==> src/rtl/decode_execute_reg_if.sv <==
// ID -> EX boundary signals of the RV32I pipeline: decoded-side inputs, WB bypass,
// flush/stall handshake and the registered EX-side outputs.
interface decode_execute_reg_if #(parameter int CNT_W = 16);
  logic [31:0]      InstrD;
  logic [31:0]      PCD;
  logic [31:0]      PCPlus4D;
  logic             ValidD;
  logic [31:0]      RD1D;
  logic [31:0]      RD2D;
  logic             RegWriteW;
  logic [4:0]       RdW;
  logic [31:0]      ResultW;
  logic             FlushE;
  logic             StallD;
  logic             ValidE;
  logic             RegWriteE;
  logic             IsLoadE;
  logic [6:0]       OpcodeE;
  logic [2:0]       Funct3E;
  logic             Funct7b5E;
  logic [4:0]       Rs1E;
  logic [4:0]       Rs2E;
  logic [4:0]       RdE;
  logic [31:0]      RD1E;
  logic [31:0]      RD2E;
  logic [31:0]      ImmExtE;
  logic [31:0]      PCE;
  logic [31:0]      PCPlus4E;
  logic [CNT_W-1:0] BubbleCnt;

  modport master (
    output InstrD, PCD, PCPlus4D, ValidD, RD1D, RD2D, RegWriteW, RdW, ResultW, FlushE,
    input  StallD, ValidE, RegWriteE, IsLoadE, OpcodeE, Funct3E, Funct7b5E, Rs1E, Rs2E, RdE,
           RD1E, RD2E, ImmExtE, PCE, PCPlus4E, BubbleCnt
  );

  modport slave (
    input  InstrD, PCD, PCPlus4D, ValidD, RD1D, RD2D, RegWriteW, RdW, ResultW, FlushE,
    output StallD, ValidE, RegWriteE, IsLoadE, OpcodeE, Funct3E, Funct7b5E, Rs1E, Rs2E, RdE,
           RD1E, RD2E, ImmExtE, PCE, PCPlus4E, BubbleCnt
  );
endinterface

==> src/rtl/decode_execute_reg.sv <==
// ID/EX pipeline register: immediate generation, WB->ID operand bypass,
// load-use bubble insertion with a saturating bubble counter.
module decode_execute_reg #(
  parameter int CNT_W = 16
) (
  input logic                 clk,
  input logic                 rst,
  decode_execute_reg_if.slave dx
);
  localparam logic [6:0] OP_R     = 7'b0110011;
  localparam logic [6:0] OP_I     = 7'b0010011;
  localparam logic [6:0] OP_LOAD  = 7'b0000011;
  localparam logic [6:0] OP_JALR  = 7'b1100111;
  localparam logic [6:0] OP_S     = 7'b0100011;
  localparam logic [6:0] OP_B     = 7'b1100011;
  localparam logic [6:0] OP_LUI   = 7'b0110111;
  localparam logic [6:0] OP_AUIPC = 7'b0010111;
  localparam logic [6:0] OP_JAL   = 7'b1101111;

  localparam logic [0:0] ST_RUN    = 1'b0;
  localparam logic [0:0] ST_BUBBLE = 1'b1;

  logic [6:0]  opcode;
  logic [4:0]  rs1;
  logic [4:0]  rs2;
  logic [4:0]  rd;
  logic [31:0] instr;
  logic [31:0] op1;
  logic [31:0] op2;
  logic [31:0] imm;
  logic        uses_rs1;
  logic        uses_rs2;
  logic        reg_write_d;
  logic        is_load_d;
  logic        hazard;
  logic        count_en;
  logic [0:0]  state_reg;
  logic [0:0]  state_next;
  logic [CNT_W-1:0] bubble_cnt_reg;

  assign instr  = dx.InstrD;
  assign opcode = instr[6:0];
  assign rd     = instr[11:7];
  assign rs1    = instr[19:15];
  assign rs2    = instr[24:20];

  // Register file writes at the same edge it is read for ID, so forward WB data here.
  assign op1 = (dx.RegWriteW && dx.RdW != 5'd0 && dx.RdW == rs1) ? dx.ResultW : dx.RD1D;
  assign op2 = (dx.RegWriteW && dx.RdW != 5'd0 && dx.RdW == rs2) ? dx.ResultW : dx.RD2D;

  always_comb begin
    imm = 32'd0;
    case (opcode)
      OP_I, OP_LOAD, OP_JALR: imm = {{20{instr[31]}}, instr[31:20]};
      OP_S:                   imm = {{20{instr[31]}}, instr[31:25], instr[11:7]};
      OP_B:                   imm = {{19{instr[31]}}, instr[31], instr[7], instr[30:25], instr[11:8], 1'b0};
      OP_LUI, OP_AUIPC:       imm = {instr[31:12], 12'd0};
      OP_JAL:                 imm = {{11{instr[31]}}, instr[31], instr[19:12], instr[20], instr[30:21], 1'b0};
      default:                imm = 32'd0;
    endcase
  end

  assign uses_rs1 = (opcode == OP_R) || (opcode == OP_I) || (opcode == OP_LOAD) ||
                    (opcode == OP_S) || (opcode == OP_B) || (opcode == OP_JALR);
  assign uses_rs2 = (opcode == OP_R) || (opcode == OP_S) || (opcode == OP_B);

  assign reg_write_d = dx.ValidD && (rd != 5'd0) &&
                       ((opcode == OP_R) || (opcode == OP_I) || (opcode == OP_LOAD) ||
                        (opcode == OP_JALR) || (opcode == OP_JAL) || (opcode == OP_LUI) ||
                        (opcode == OP_AUIPC));
  assign is_load_d   = dx.ValidD && (opcode == OP_LOAD);

  assign hazard = dx.ValidD && dx.ValidE && dx.IsLoadE && (dx.RdE != 5'd0) &&
                  ((uses_rs1 && rs1 == dx.RdE) || (uses_rs2 && rs2 == dx.RdE));

  // A flush squashes ID too, so no stall is needed when both coincide.
  assign dx.StallD = hazard && !dx.FlushE;
  assign count_en  = (state_reg == ST_RUN) && hazard && !dx.FlushE;

  always_comb begin
    state_next = state_reg;
    case (state_reg)
      ST_RUN:    if (hazard && !dx.FlushE) state_next = ST_BUBBLE;
      ST_BUBBLE: state_next = ST_RUN;
      default:   state_next = ST_RUN;
    endcase
  end

  assign dx.BubbleCnt = bubble_cnt_reg;

  always_ff @(posedge clk or negedge rst) begin
    if (!rst) begin
      state_reg      <= ST_RUN;
      bubble_cnt_reg <= '0;
      dx.ValidE      <= 1'b0;
      dx.RegWriteE   <= 1'b0;
      dx.IsLoadE     <= 1'b0;
      dx.OpcodeE     <= 7'd0;
      dx.Funct3E     <= 3'd0;
      dx.Funct7b5E   <= 1'b0;
      dx.Rs1E        <= 5'd0;
      dx.Rs2E        <= 5'd0;
      dx.RdE         <= 5'd0;
      dx.RD1E        <= 32'd0;
      dx.RD2E        <= 32'd0;
      dx.ImmExtE     <= 32'd0;
      dx.PCE         <= 32'd0;
      dx.PCPlus4E    <= 32'd0;
    end else begin
      state_reg <= state_next;
      if (count_en && bubble_cnt_reg != {CNT_W{1'b1}})
        bubble_cnt_reg <= bubble_cnt_reg + 1'b1;
      if (dx.FlushE || hazard) begin
        dx.ValidE    <= 1'b0;
        dx.RegWriteE <= 1'b0;
        dx.IsLoadE   <= 1'b0;
        dx.OpcodeE   <= 7'd0;
        dx.Funct3E   <= 3'd0;
        dx.Funct7b5E <= 1'b0;
        dx.Rs1E      <= 5'd0;
        dx.Rs2E      <= 5'd0;
        dx.RdE       <= 5'd0;
        dx.RD1E      <= 32'd0;
        dx.RD2E      <= 32'd0;
        dx.ImmExtE   <= 32'd0;
        dx.PCE       <= 32'd0;
        dx.PCPlus4E  <= 32'd0;
      end else begin
        dx.ValidE    <= dx.ValidD;
        dx.RegWriteE <= reg_write_d;
        dx.IsLoadE   <= is_load_d;
        dx.OpcodeE   <= opcode;
        dx.Funct3E   <= instr[14:12];
        dx.Funct7b5E <= instr[30];
        dx.Rs1E      <= rs1;
        dx.Rs2E      <= rs2;
        dx.RdE       <= rd;
        dx.RD1E      <= op1;
        dx.RD2E      <= op2;
        dx.ImmExtE   <= imm;
        dx.PCE       <= dx.PCD;
        dx.PCPlus4E  <= dx.PCPlus4D;
      end
    end
  end
endmodule

==> src/flat_wrapper.sv <==
// flat-port wrapper written by rule: the top's interface ports become plain ports
module decode_execute_reg_flat 
#(
  parameter int CNT_W = 16
)
  (clk, rst, dx_InstrD, dx_PCD, dx_PCPlus4D, dx_ValidD, dx_RD1D, dx_RD2D, dx_RegWriteW, dx_RdW, dx_ResultW, dx_FlushE, dx_StallD, dx_ValidE, dx_RegWriteE, dx_IsLoadE, dx_OpcodeE, dx_Funct3E, dx_Funct7b5E, dx_Rs1E, dx_Rs2E, dx_RdE, dx_RD1E, dx_RD2E, dx_ImmExtE, dx_PCE, dx_PCPlus4E, dx_BubbleCnt);
  decode_execute_reg_if #(.CNT_W(CNT_W)) dx_i ();
  input logic clk;
  input logic rst;
  input wire logic [$bits(dx_i.InstrD)-1:0] dx_InstrD;
  input wire logic [$bits(dx_i.PCD)-1:0] dx_PCD;
  input wire logic [$bits(dx_i.PCPlus4D)-1:0] dx_PCPlus4D;
  input wire logic [$bits(dx_i.ValidD)-1:0] dx_ValidD;
  input wire logic [$bits(dx_i.RD1D)-1:0] dx_RD1D;
  input wire logic [$bits(dx_i.RD2D)-1:0] dx_RD2D;
  input wire logic [$bits(dx_i.RegWriteW)-1:0] dx_RegWriteW;
  input wire logic [$bits(dx_i.RdW)-1:0] dx_RdW;
  input wire logic [$bits(dx_i.ResultW)-1:0] dx_ResultW;
  input wire logic [$bits(dx_i.FlushE)-1:0] dx_FlushE;
  output wire logic [$bits(dx_i.StallD)-1:0] dx_StallD;
  output wire logic [$bits(dx_i.ValidE)-1:0] dx_ValidE;
  output wire logic [$bits(dx_i.RegWriteE)-1:0] dx_RegWriteE;
  output wire logic [$bits(dx_i.IsLoadE)-1:0] dx_IsLoadE;
  output wire logic [$bits(dx_i.OpcodeE)-1:0] dx_OpcodeE;
  output wire logic [$bits(dx_i.Funct3E)-1:0] dx_Funct3E;
  output wire logic [$bits(dx_i.Funct7b5E)-1:0] dx_Funct7b5E;
  output wire logic [$bits(dx_i.Rs1E)-1:0] dx_Rs1E;
  output wire logic [$bits(dx_i.Rs2E)-1:0] dx_Rs2E;
  output wire logic [$bits(dx_i.RdE)-1:0] dx_RdE;
  output wire logic [$bits(dx_i.RD1E)-1:0] dx_RD1E;
  output wire logic [$bits(dx_i.RD2E)-1:0] dx_RD2E;
  output wire logic [$bits(dx_i.ImmExtE)-1:0] dx_ImmExtE;
  output wire logic [$bits(dx_i.PCE)-1:0] dx_PCE;
  output wire logic [$bits(dx_i.PCPlus4E)-1:0] dx_PCPlus4E;
  output wire logic [$bits(dx_i.BubbleCnt)-1:0] dx_BubbleCnt;
  assign dx_i.InstrD = dx_InstrD;
  assign dx_i.PCD = dx_PCD;
  assign dx_i.PCPlus4D = dx_PCPlus4D;
  assign dx_i.ValidD = dx_ValidD;
  assign dx_i.RD1D = dx_RD1D;
  assign dx_i.RD2D = dx_RD2D;
  assign dx_i.RegWriteW = dx_RegWriteW;
  assign dx_i.RdW = dx_RdW;
  assign dx_i.ResultW = dx_ResultW;
  assign dx_i.FlushE = dx_FlushE;
  assign dx_StallD = dx_i.StallD;
  assign dx_ValidE = dx_i.ValidE;
  assign dx_RegWriteE = dx_i.RegWriteE;
  assign dx_IsLoadE = dx_i.IsLoadE;
  assign dx_OpcodeE = dx_i.OpcodeE;
  assign dx_Funct3E = dx_i.Funct3E;
  assign dx_Funct7b5E = dx_i.Funct7b5E;
  assign dx_Rs1E = dx_i.Rs1E;
  assign dx_Rs2E = dx_i.Rs2E;
  assign dx_RdE = dx_i.RdE;
  assign dx_RD1E = dx_i.RD1E;
  assign dx_RD2E = dx_i.RD2E;
  assign dx_ImmExtE = dx_i.ImmExtE;
  assign dx_PCE = dx_i.PCE;
  assign dx_PCPlus4E = dx_i.PCPlus4E;
  assign dx_BubbleCnt = dx_i.BubbleCnt;
  decode_execute_reg #(.CNT_W(CNT_W)) u_core (.clk(clk), .rst(rst), .dx(dx_i));
endmodule
==> config.mk <==
export PLATFORM = sky130hd
export DESIGN_NAME = decode_execute_reg_flat
export DESIGN_NICKNAME = d
export VERILOG_FILES = /design/src/rtl/decode_execute_reg_if.sv /design/src/rtl/decode_execute_reg.sv /design/src/flat_wrapper.sv
export SDC_FILE = /design/constraint.sdc
export NUM_CORES = 1
export LEC_CHECK = 0
export ABC_AREA = 1
export CAP_MARGIN = 20
export CORE_AREA = 3 3 157 159
export DETAILED_ROUTE_END_ITERATION = 8
export DIE_AREA = 0 0 160 162
export PLACE_DENSITY = 0.69
export SETUP_SLACK_MARGIN = 0.2
export SLEW_MARGIN = 25
export SYNTH_ARGS = -nofsm -noshare
export SYNTH_HDL_FRONTEND = slang
export SYNTH_SLANG_ARGS = --single-unit
==> constraint.sdc <==
create_clock -name clk -period 2.25 [get_ports clk]
set_input_delay 0.45 -clock clk [delete_from_list [all_inputs] [get_ports clk]]
set_output_delay 0.45 -clock clk [all_outputs]
set_load 0.01 [all_outputs]
==> results of run 1 <==
[cells in the mapped netlist (3+ instances only)]
cell type / count
a21oi_1: 79
a31oi_1: 11
buf_4: 21
clkbuf_1: 28
dfrtp_1: 206
inv_1: 103
inv_2: 8
nand2_1: 173
nand3_1: 33
nand4_1: 70
nor2_1: 125
nor3_1: 8
o21ai_0: 3
o21ai_1: 3
xnor2_1: 17
xor2_1: 11
[power by group]
group / total, mW / internal [mW] / switching (mW)
Clock: 3.88 / 2.38 / 1.50
Combinational: 1.47 / 0.800 / 0.675
Sequential: 3.91 / 3.86 / 0.0482
Total: 9.26 / 7.04 / 2.22
[final cells by class]
| cell class | instances | area share |
|---|---|---|
| flip-flops and latches | 206 | 0.355 |
| clock buffers | 38 | 0.0489 |
| repair buffers | 501 | 0.345 |
| inverters | 111 | 0.0286 |
| clock inverters | 4 | 0.00507 |
| multi-input cells | 549 | 0.190 |
| well taps | 319 | 0.0274 |
[worst max-delay path, delay by kind of cell, from the launching register on]
family                 cells  cell delay (ps)
buffers and inverters      3              310
DFF                        1              410
and+or+nand+nor            6              500
[worst max path at each step]
stage / start / endpoint / cells past startpoint / slack [ps]
finish: u_core.dx.RdE[3] / dx_StallD / 9 / 80
global route: u_core.dx.RdE[3] / dx_StallD / 9 / -30
CTS: u_core.dx.RdE[2] / dx_StallD / 7 / 50
detailed placement: dx_InstrD[0] / dx_StallD / 10 / -610
global placement: dx_InstrD[1] / dx_StallD / 10 / -590
floorplan: u_core.dx.BubbleCnt[0] / u_core.dx.BubbleCnt[9] / 10 / 460
[per-layer routing]
metal	track usage	up-vias
li1	-	3892
met1	0.293	3855
met2	0.397	383
met3	0.0587	77
met4	0.0828	0
met5	0	-
[through the flow]
stage,TNS [ps],cell area [um2],setup slack (ps)
after detailed placement,-40380,13600,-611
after CTS,0,14500,50.2
final,0,14500,81.1
after floorplan,0,8480,460
after global routing,-26.8,14500,-26.8
after global placement,-33540,13600,-593
[cells by family after synthesis]
group                      synth area share
and+or+nand+nor                       0.221
xor gates and xnor gates             0.0289
buffers and inverters                0.0813
adders and majority gates           0.00147
AOI/OAI and AO/OA                    0.0600
DFF                                   0.608
[repair_timing]
action,in CTS,in global routing
hold buffers,1,0
setup buffers,3,2
gates resized for setup,32,14
setup endpoints to repair,2,95
endpoints found under the hold margin,43,0
pin swaps,12,1
==> results summary, run 1 <==
The number of antenna diodes in the final layout is 0. The most used flip-flop cell after synthesis is dfrtp_1. The first global-routing pass estimated 47.5 mm of wire. The min-delay analysis places its worst path in the category input port to flop. The net count of the mapped netlist came out at 1120. The met2 wirelength from detailed routing came out at 15.6 mm. The total of warnings raised by yosys came out at 0. Counting flops and latches in the post-synthesis netlist gives 206. For this block, wires on met1 add up to ~12 mm. The number of optimization iterations in the first detailed-route pass is 5. The clock tree skew after final layout came out at roughly 11 ps. The number of DRC violations after detailed-routing iteration 0 came out at 613. The number of max-slew violations in the final report came out at 0. The initial utilization of the core area, before any placement, comes to 0.362.

Headroom to the max-slew limit came out at 0.614. The kind of critical path is flop to primary output. The number of rows in the core area is 56. The number of synthesized flops with an enable pin came out at 0.

Summed over all nets, the half-perimeter wirelength after detailed placement is ~24 mm. The overall overflow remaining after global route is 0. The number of primary I/O pins is just over 400.

The top cell types in the final layout, fill and taps aside, are 395 x clkdlybuf4s50_1, 200 x dfrtp_1, 171 x nand2_1. The routed layout has 8207 vias. The routed design could run at a clock period as short as 2170 ps.

The ratio of cells with drive above 1 in the final layout came out at 0.126. The die width is 160 um. The number of clock sinks came out at 206.

Measured in cells, the most critical reg-to-reg path has a length of 10. STA puts the critical path data arrival time at 1720 ps. IR analysis of the VDD net gives a maximum drop of 0.397 mV. A synthesized cell averages 9.25 um2. The flow ran to the end, and the final reports show no timing, DRC or antenna violations. The met3 layer wire length in the routed design came out at 2.77 mm. Counting the buffers created by CTS gives 23. TritonCTS built the clock tree. The clock slew seen by the registers of the worst setup and hold paths is 60 ps. In this run the cell area of the synthesized design comes to 0.00848 mm2. The number of unique standard cell types used by synthesis is 29.

The wire length per cell came out at 18.2 um. The utilization after layout is 0.622. The final-layout fill cell count is roughly 2000. The total power draw came out at 9.26 mW. The sequential cell area fraction in the yosys report is 0.608. The maximum level of the CTS H-tree is 1.

The height of the die came out at 162 um. The async set-reset flop share out of synthesis is 1.00. The worst register-to-register path begins at u_core.dx.BubbleCnt[0]. Based on the critical path, the design can be clocked at up to 461 MHz. The worst hold path stage count came out at 3. The largest driver fanout on the critical path is 3. The root buffer cell is clkbuf_16. Summed over all cells, the static leakage comes to slightly below 7 nW. The share of the synthesized area in the top cell type came out at 0.608. For the pin with the worst max-slew slack, the measured transition is between 500 and 600 ps.

The worst hold path terminates at u_core.dx.OpcodeE[0]. Setup repair after global routing could not meet its margin everywhere. The number of hold violations in the final report is 0.

Entering global routing, the biggest net connects just under 50 pins. The sequential cell area came out at roughly 0.0052 mm2. The core footprint came out at 0.0234 mm2. dfrtp_1 takes more of the synthesized area than any other cell. The global-route total usage across every layer is 0.234.

The area added between synthesis and finish came out at 71.5%. The maximum count of clock buffers along a single path is 3. The number of design rule violations left after detail routing came out at 0. The tool flagged a number of max-cap violations equal to 0. The combined area of the multi-input logic cells came out at 0.00276 mm2.

The library cell used most frequently in the layout, excluding fill and tap cells, is clkdlybuf4s50_1. The startpoint identified for the worst hold timing path is dx_InstrD[0]. The setup violation total in the final timing report came out at 0.

The number of global-route vias before repair is 8016. In the post-synthesis netlist, the biggest area contributors are dfrtp_1 61%, nand2_1 7.7%, nor2_1 5.5%. STA classifies the critical path startpoint as a flop.

In this run the critical register-to-register path is captured at u_core.dx.BubbleCnt[8]. The last weighted congestion value of the routability-driven placer came out at 0.910. Traced cell by cell, the critical path runs through buf_6 -> nand2_2 -> nand2_1 -> nor2b_1 -> nand3_1 -> nand2_1 -> nand3_2 -> inv_2 -> buf_6.

The final wirelength is 31.5 mm. After the last flow step, the layout net total stands at 1595. The remaining number of nets flagged by the antenna check after routing came out at 0. In the finished design, the share of the clock period the worst path needs comes to 0.964.

The count of input and output buffers is 407. The detail-routed via count per cell is about 4.7. The clock latency on the worst-skew pair came out at 510 ps. The final standard cell count with taps included and fillers excluded is 1728.

The worst setup slack for register-to-register paths came out at roughly 350 ps. On the final layout, the worst hold slack is 360 ps. The power density of the placed cells is ~640 mW/mm2.

The post-synthesis cell count came out at 917. STA puts the critical path data required time at 1800 ps. The number of antenna violations at the first check in global routing is 0. The placed cell count is 1680. The endpoint type of the worst setup path is a primary output.

The full die area is 0.0259 mm2. For this design, the slowest cell found on the critical path is dfrtp_1. The detailed router used layers up to and including met4. The biggest cell delay along the critical path is 410 ps.
Power figures use the tool's default switching activity.
==> inputs of run 2 (changes only) <==
PLACE_DENSITY = 0.7   (was 0.69)
==> run 2 against run 1 <==
- worst hold slack got worse by 40 ps
- register-to-register slack worse by 70 ps
- utilization up 0.68 points
- die area unchanged
- clock power rose by 1%
- fmax shrank 1.9%
- non-clock buffer count down 1
- combinational power is 3% higher
- cell count increased by 0.17%
- sequential share of layout area shrank 0.39 points
- final area rose by 1.1%
- first-iteration DRC count down 4.6%
==> results summary, run 2 (synthesized netlist as in run 1, its figures left out) <==
The top cell types in the final layout, fill and taps aside, are 394 x clkdlybuf4s50_1, 200 x dfrtp_1, 168 x nand2_1. The root buffer cell is clkbuf_16. The number of antenna violations at the first check in global routing came out at 2 (+2). The last weighted congestion value of the routability-driven placer came out at 0.921 (+1.2%). After detailed routing, no signal wire sits above met4. The worst path required time came to 1800 ps (about the same).

The clock slew seen by the registers of the worst setup and hold paths came out at 60 ps (about the same). The biggest cell delay along the critical path came to 540 ps (+130 ps). The maximum level of the CTS H-tree is 1 (unchanged). The final wirelength is 32.1 mm (+1.7%).

The number of global-route vias before repair was 8164 (+1.8%). The tightest min-delay check is of the input port to flop type. The number of optimization iterations in the first detailed-route pass came out at 5 (unchanged). The number of rows in the core area is 56 (unchanged).

The global-route total usage across every layer is 0.236 (+0.00163). The largest individual stage delay along the critical path comes from the cell clkdlybuf4s50_1. The setup violation total in the final timing report is 0 (unchanged).

The height of the die came out at 162 um (unchanged). Traced cell by cell, the critical path runs through clkdlybuf4s50_1 -> xnor2_2 -> nor2b_1 -> nand3_1 -> nand2_2 -> nand3_2 -> inv_2 -> buf_6. The number of hold violations in the final report is 0 (unchanged). The ratio of cells with drive above 1 in the final layout came out at 0.145 (+0.0198). The initial cell density of the core is 0.362 (unchanged). The placed cell count is 1671 (-0.54%). The transition at the pin with the smallest max-transition slack came to 655 ps (+78.4 ps). The die width is 160 um (unchanged). The post-route clock period utilization came out at 0.983 (+0.0189). The startpoint kind of the worst setup timing path is an input port. The maximum count of clock buffers along a single path is 3 (unchanged). The run finished with clean final reports. The met2 wirelength from detailed routing came to 16.3 mm (+4.6%).

The number of design rule violations left after detail routing came out at 0 (unchanged). The remaining number of nets flagged by the antenna check after routing came out at 0 (unchanged). The sum of net half-perimeters after detailed placement is 23.4 mm (-2.1%). The final-layout fill cell count is 1924 (-1.6%).

The clock tree skew after final layout is 10.5 ps (-0.887 ps). The total vias in the final route is 8314 (+1.3%). The endpoint type of the worst setup path is a primary output. The overall overflow remaining after global route came out at 0 (unchanged). The total number of nets in the final design is 1595 (unchanged). The number of primary I/O pins came out at 408 (unchanged). The number of clock sinks is 206 (unchanged). The full die area is 0.0259 mm2 (unchanged). The data arrival time of the critical path came to 1760 ps (+40 ps). The count of input and output buffers came to 407 (unchanged).

The final standard cell count with taps included and fillers excluded came out at 1731 (+0.17%). The largest net degree at the start of global routing is 59 (+20%). The critical path is of the input port to primary output type. The count of buffer and inverter cells on the critical path came out at 3 (unchanged). The kind of cell with the highest combined delay along the critical path is buffers and inverters. The clock latency on the worst-skew pair is 510 ps (about the same).

The total power draw is 9.34 mW (+0.87%). The relative max-transition margin was 0.562 (-0.0524). The number of DRC violations after detailed-routing iteration 0 came out at 585 (-4.6%). Setup repair after global routing could not meet its margin everywhere. The timing-limited maximum frequency came out at 452 MHz (-1.9%). The number of maximum-capacitance constraint violations is 0 (unchanged). The static power due to leakage is 6.88 nW (+0.76%). The wire length per cell is 18.5 um (+1.6%). The time the final worst path needs with I/O delays and setup is 2210 ps (+42.5 ps).

The met3 layer wire length in the routed design is 2.34 mm (-16%). The peak ir drop on the vdd network came out at 0.524 mV (+32%). The detailed-route wire length on metal 1 came out at 12.1 mm (+1.0%). The largest driver fanout on the critical path is 2 (-1). The number of max-slew violations in the final report is 0 (unchanged). The detail-routed via count per cell was 4.80 (+1.1%). The number of buffers created by CTS is 24 (+4.3%). The area added between synthesis and finish came out at 73.4%. The power density of the placed cells is 635 mW/mm2 (-0.23%). The worst-case hold slack is 320 ps (-40.2 ps). The core footprint came to 0.0234 mm2 (unchanged). The first-pass GRT wire length came out at 48.0 mm (+1.0%). The library cell used most frequently in the layout, excluding fill and tap cells, is clkdlybuf4s50_1. TritonCTS built the clock tree.
## run 2: tightest hold or removal path: stages
cell	delay (ps)
dlygate4sd2_1	260
inv_1	50
nor2_1	30
## run 2: timing repair
item | CTS | global route
resized for setup | 32 | 42
hold buffers | 1 | 0
cloned | 0 | 1
hold endpoints to repair | 51 | 0
setup buffers | 6 | 6
endpoints found under the setup margin | 7 | 43
pin swaps | 10 | 7
## run 2: where the power goes
part	total (mW)	switching [mW]	internal [mW]
clock	3.92	1.54	2.38
sequential	3.91	0.0505	3.86
combinational	1.51	0.687	0.824
## run 2: final timing paths
kind                                              from                endpoint  slack (ps)  cells past startpoint
worst max-delay path                     dx_InstrD[17]               dx_StallD          40                      8
worst min-delay path                      dx_InstrD[1]    u_core.dx.OpcodeE[1]         320                      3
worst max register to register        u_core.dx.RdE[3]    u_core.dx.Funct3E[2]         280                     13
worst min register to register  u_core.dx.BubbleCnt[1]  u_core.dx.BubbleCnt[1]         530                      2
max in group asynchronous                          rst        u_core.dx.RdE[2]        1050                      3
min in group asynchronous                          rst      u_core.dx.RD2E[30]         510                      2
## run 2: per-layer routing
metal / up-vias / GRT usage
met5: - / 0.00947
met4: 0 / 0.0864
met3: 85 / 0.0566
met2: 365 / 0.410
met1: 3968 / 0.285
li1: 3896 / -
## run 2: through the flow
stage,util,worst slack [ps],instance area [um2],setup TNS [ps]
global placement,0.581,-615,13600,-34790
detailed placement,0.581,-633,13600,-44280
finish,0.628,38.6,14700,0
floorplan,-,460,8480,0
global route,0.628,-60.6,14700,-60.6
CTS,0.620,37.8,14500,0
## run 2: cell type report
| cell class | count | area (um2) | share of cell area |
|---|---|---|---|
| clock inverter | 6 | 63.8 | 0.00434 |
| antenna | 2 | 5.00 | 0.000340 |
| timing repair buffer | 500 | 5090 | 0.346 |
| sequential | 206 | 5160 | 0.351 |
| multi-input combinational | 549 | 2820 | 0.192 |
| tap | 319 | 399 | 0.0271 |
| inverter | 111 | 417 | 0.0283 |
| clock buffer | 38 | 744 | 0.0506 |
==> inputs of run 3 (changes only) <==
--- a/constraint.sdc
+++ b/constraint.sdc
@@ -3,2 +3,2 @@
 set_output_delay 0.45 -clock clk [all_outputs]
-set_load 0.01 [all_outputs]
+set_load 0.1 [all_outputs]
==> run 3 against run 2 <==
- the run now ends with negative setup slack left
- sequential share of layout area grew 2.1 points
- global-route usage shrank 0.19 points
- clock-buffer cell count shrank 2
- cell count shrank 0.92%
- flip-flop and latch count is the same
- via count shrank 2.5%
- die area is the same
- register-to-register slack gained 60 ps
- clock skew grew 3.3 ps
- sequential power is essentially flat
- first-iteration DRC count shrank 9.1%
- critical path type is now flop to primary output
- largest cell class unchanged
==> results summary, run 3 (synthesized netlist as in run 1, its figures left out) <==
The endpoint type of the worst setup path is a primary output. The final-layout fill cell count is 2074 (+7.8%). The number of optimization iterations in the first detailed-route pass was 5 (unchanged).

The worst setup slack for register-to-register paths is 340 ps (+60 ps). The final wirelength is 31.3 mm (-2.4%). The number of clock sinks came out at 206 (unchanged). The total number of nets in the final design was 1577 (-1.1%). The timing-limited maximum frequency is 421 MHz (-7.0%).

The number of rows in the core area is 56 (unchanged). The startpoint kind of the worst setup timing path is a flop. The static power due to leakage is 7.01 nW (+1.9%).

Leaving out fill and tap cells, the most frequent cells in the layout are 260 x buf_4, 192 x dfrtp_1, 191 x clkdlybuf4s50_1. The overall overflow remaining after global route is 0 (unchanged). The power density of the placed cells came out at 732 mW/mm2 (+15%).

The combined area of the multi-input logic cells came out at 0.00278 mm2 (-1.5%). The number of antenna violations at the first check in global routing came out at 4 (+2). The number of maximum-capacitance constraint violations came to 0 (unchanged). The sum of net half-perimeters after detailed placement is 23.4 mm (+0.13%). The total vias in the final route is 8104 (-2.5%).

The detail-routed via count per cell is 4.73 (-1.6%). The last weighted congestion value of the routability-driven placer is 0.890 (-3.4%). The largest driver fanout on the critical path is 4 (+2).

The number of hold violations in the final report is 0 (unchanged). The number of global-route vias before repair came out at 8300 (+1.7%). The number of max-slew violations in the final report came out at 0 (unchanged). The relative max-transition margin was 0.535 (-0.0265).

The utilization after layout is 0.595 (-0.0330). The die width is 160 um (unchanged). The maximum level of the CTS H-tree is 1 (unchanged). The number of buffers created by CTS came out at 24 (unchanged). The number of DRC violations after detailed-routing iteration 0 is 532 (-9.1%). The maximum count of clock buffers along a single path came to 3 (unchanged). The count of input and output buffers came out at 407 (unchanged). The wire length per cell is 18.3 um (-1.5%). The worst hold path class is input port to flop. The remaining number of nets flagged by the antenna check after routing came out at 0 (unchanged). The data arrival time of the critical path came out at 1930 ps (+170 ps). The initial cell density of the core is 0.362 (unchanged). The first-pass GRT wire length came to 48.0 mm (about the same). The number of design rule violations left after detail routing came to 0 (unchanged). The largest net degree at the start of global routing came out at 55 (-6.8%). The time the final worst path needs with I/O delays and setup came out at 2380 ps (+165 ps). The full die area is 0.0259 mm2 (unchanged). The root buffer cell is clkbuf_16. Leaving out fill and tap cells, the most frequent cell in the layout is buf_4. The clock latency on the worst-skew pair was 520 ps (about the same). The post-route clock period utilization came out at 1.06 (+0.0735). The peak ir drop on the vdd network was 0.473 mV (-9.7%).

The clock slew seen by the registers of the worst setup and hold paths is 60 ps (about the same). The sequential cell area is 0.00519 mm2 (+0.48%). The setup violation total in the final timing report came out at 1 (+1). The core footprint was 0.0234 mm2 (unchanged). The worst path required time is 1800 ps (about the same).

The worst-case hold slack came to 313 ps (-6.31 ps). The final worst setup slack was -127 ps (-165 ps). The transition at the pin with the smallest max-transition slack came to 692 ps (+37.5 ps).

The clock tree skew after final layout came to 13.8 ps (+3.29 ps). TritonCTS built the clock tree. The total power draw is 10.2 mW (+9.2%). The kind of critical path is flop to primary output. The height of the die came out at 162 um (unchanged). The area added between synthesis and finish is 64.3%. The flow ran to the end, but the final reports show violations. The number of primary I/O pins was 408 (unchanged). The global-route total usage across every layer came to 0.234 (-0.00189). The final reports fail on negative setup slack. The ratio of cells with drive above 1 in the final layout came out at 0.265 (+0.120). Setup repair after global routing could not meet its margin everywhere.
-- run 3: metal layers --
| metal | up-vias | share of wire | global-route usage |
|---|---|---|---|
| met5 | - | 0 | 0 |
| met4 | 0 | 0.033 | 0.0805 |
| met3 | 57 | 0.067 | 0.0528 |
| met2 | 331 | 0.51 | 0.400 |
| met1 | 3860 | 0.39 | 0.294 |
| li1 | 3856 | - | - |
-- run 3: repair_timing --
item,CTS,global route
buffers inserted,6,0
hold endpoints to repair,50,0
cloned,0,1
hold buffers,1,0
setup endpoints to repair,1,18
gates resized for setup,14,7
pin swaps,11,2
-- run 3: worst paths after layout --
kind | cells past startpoint | end | from
min in group asynchronous | 2 | u_core.dx.PCE[26] | rst
setup reg to reg | 11 | u_core.dx.ImmExtE[9] | u_core.dx.RdE[0]
hold reg to reg | 2 | u_core.dx.BubbleCnt[15] | u_core.dx.BubbleCnt[15]
hold / removal | 3 | u_core.dx.OpcodeE[1] | dx_InstrD[1]
setup / recovery | 7 | dx_StallD | u_core.dx.RdE[0]
max in group asynchronous | 3 | u_core.dx.RD2E[6] | rst
-- run 3: metrics by stage --
stage	instances	worst slack [ps]	TNS [ps]	area, um2
after global routing	1715	-223	-223	13900
after floorplan	917	203	0	8570
final	1715	-127	-127	13900
after detailed placement	1659	-232	-25430	13000
after global placement	1659	-239	-26300	13000
after CTS	1710	-148	-148	13900
-- run 3: cell type report --
type	count	share of cell area
diodes	4	0.000718
flip-flops and latches	206	0.372
multi-input cells	550	0.200
repair buffers	481	0.312
well taps	319	0.0286
clock buffers	36	0.0499
inverters	111	0.0302
clock inverters	8	0.00611
-- run 3: worst max-delay path, cell delays in order, from the launching register on --
cell        delay [ps]
dfrtp_4            500
xor2_1             170
nor2_1             170
nand3_1            110
nand2_1             90
nand3_2            110
clkinvlp_4         110
buf_12             170
-- run 3: report_power, final --
part / switching, mW / total [mW] / internal, mW
registers: 0.0564 / 3.92 / 3.86
logic: 1.75 / 2.48 / 0.728
clock network: 1.54 / 3.80 / 2.26
total: 3.35 / 10.2 / 6.85
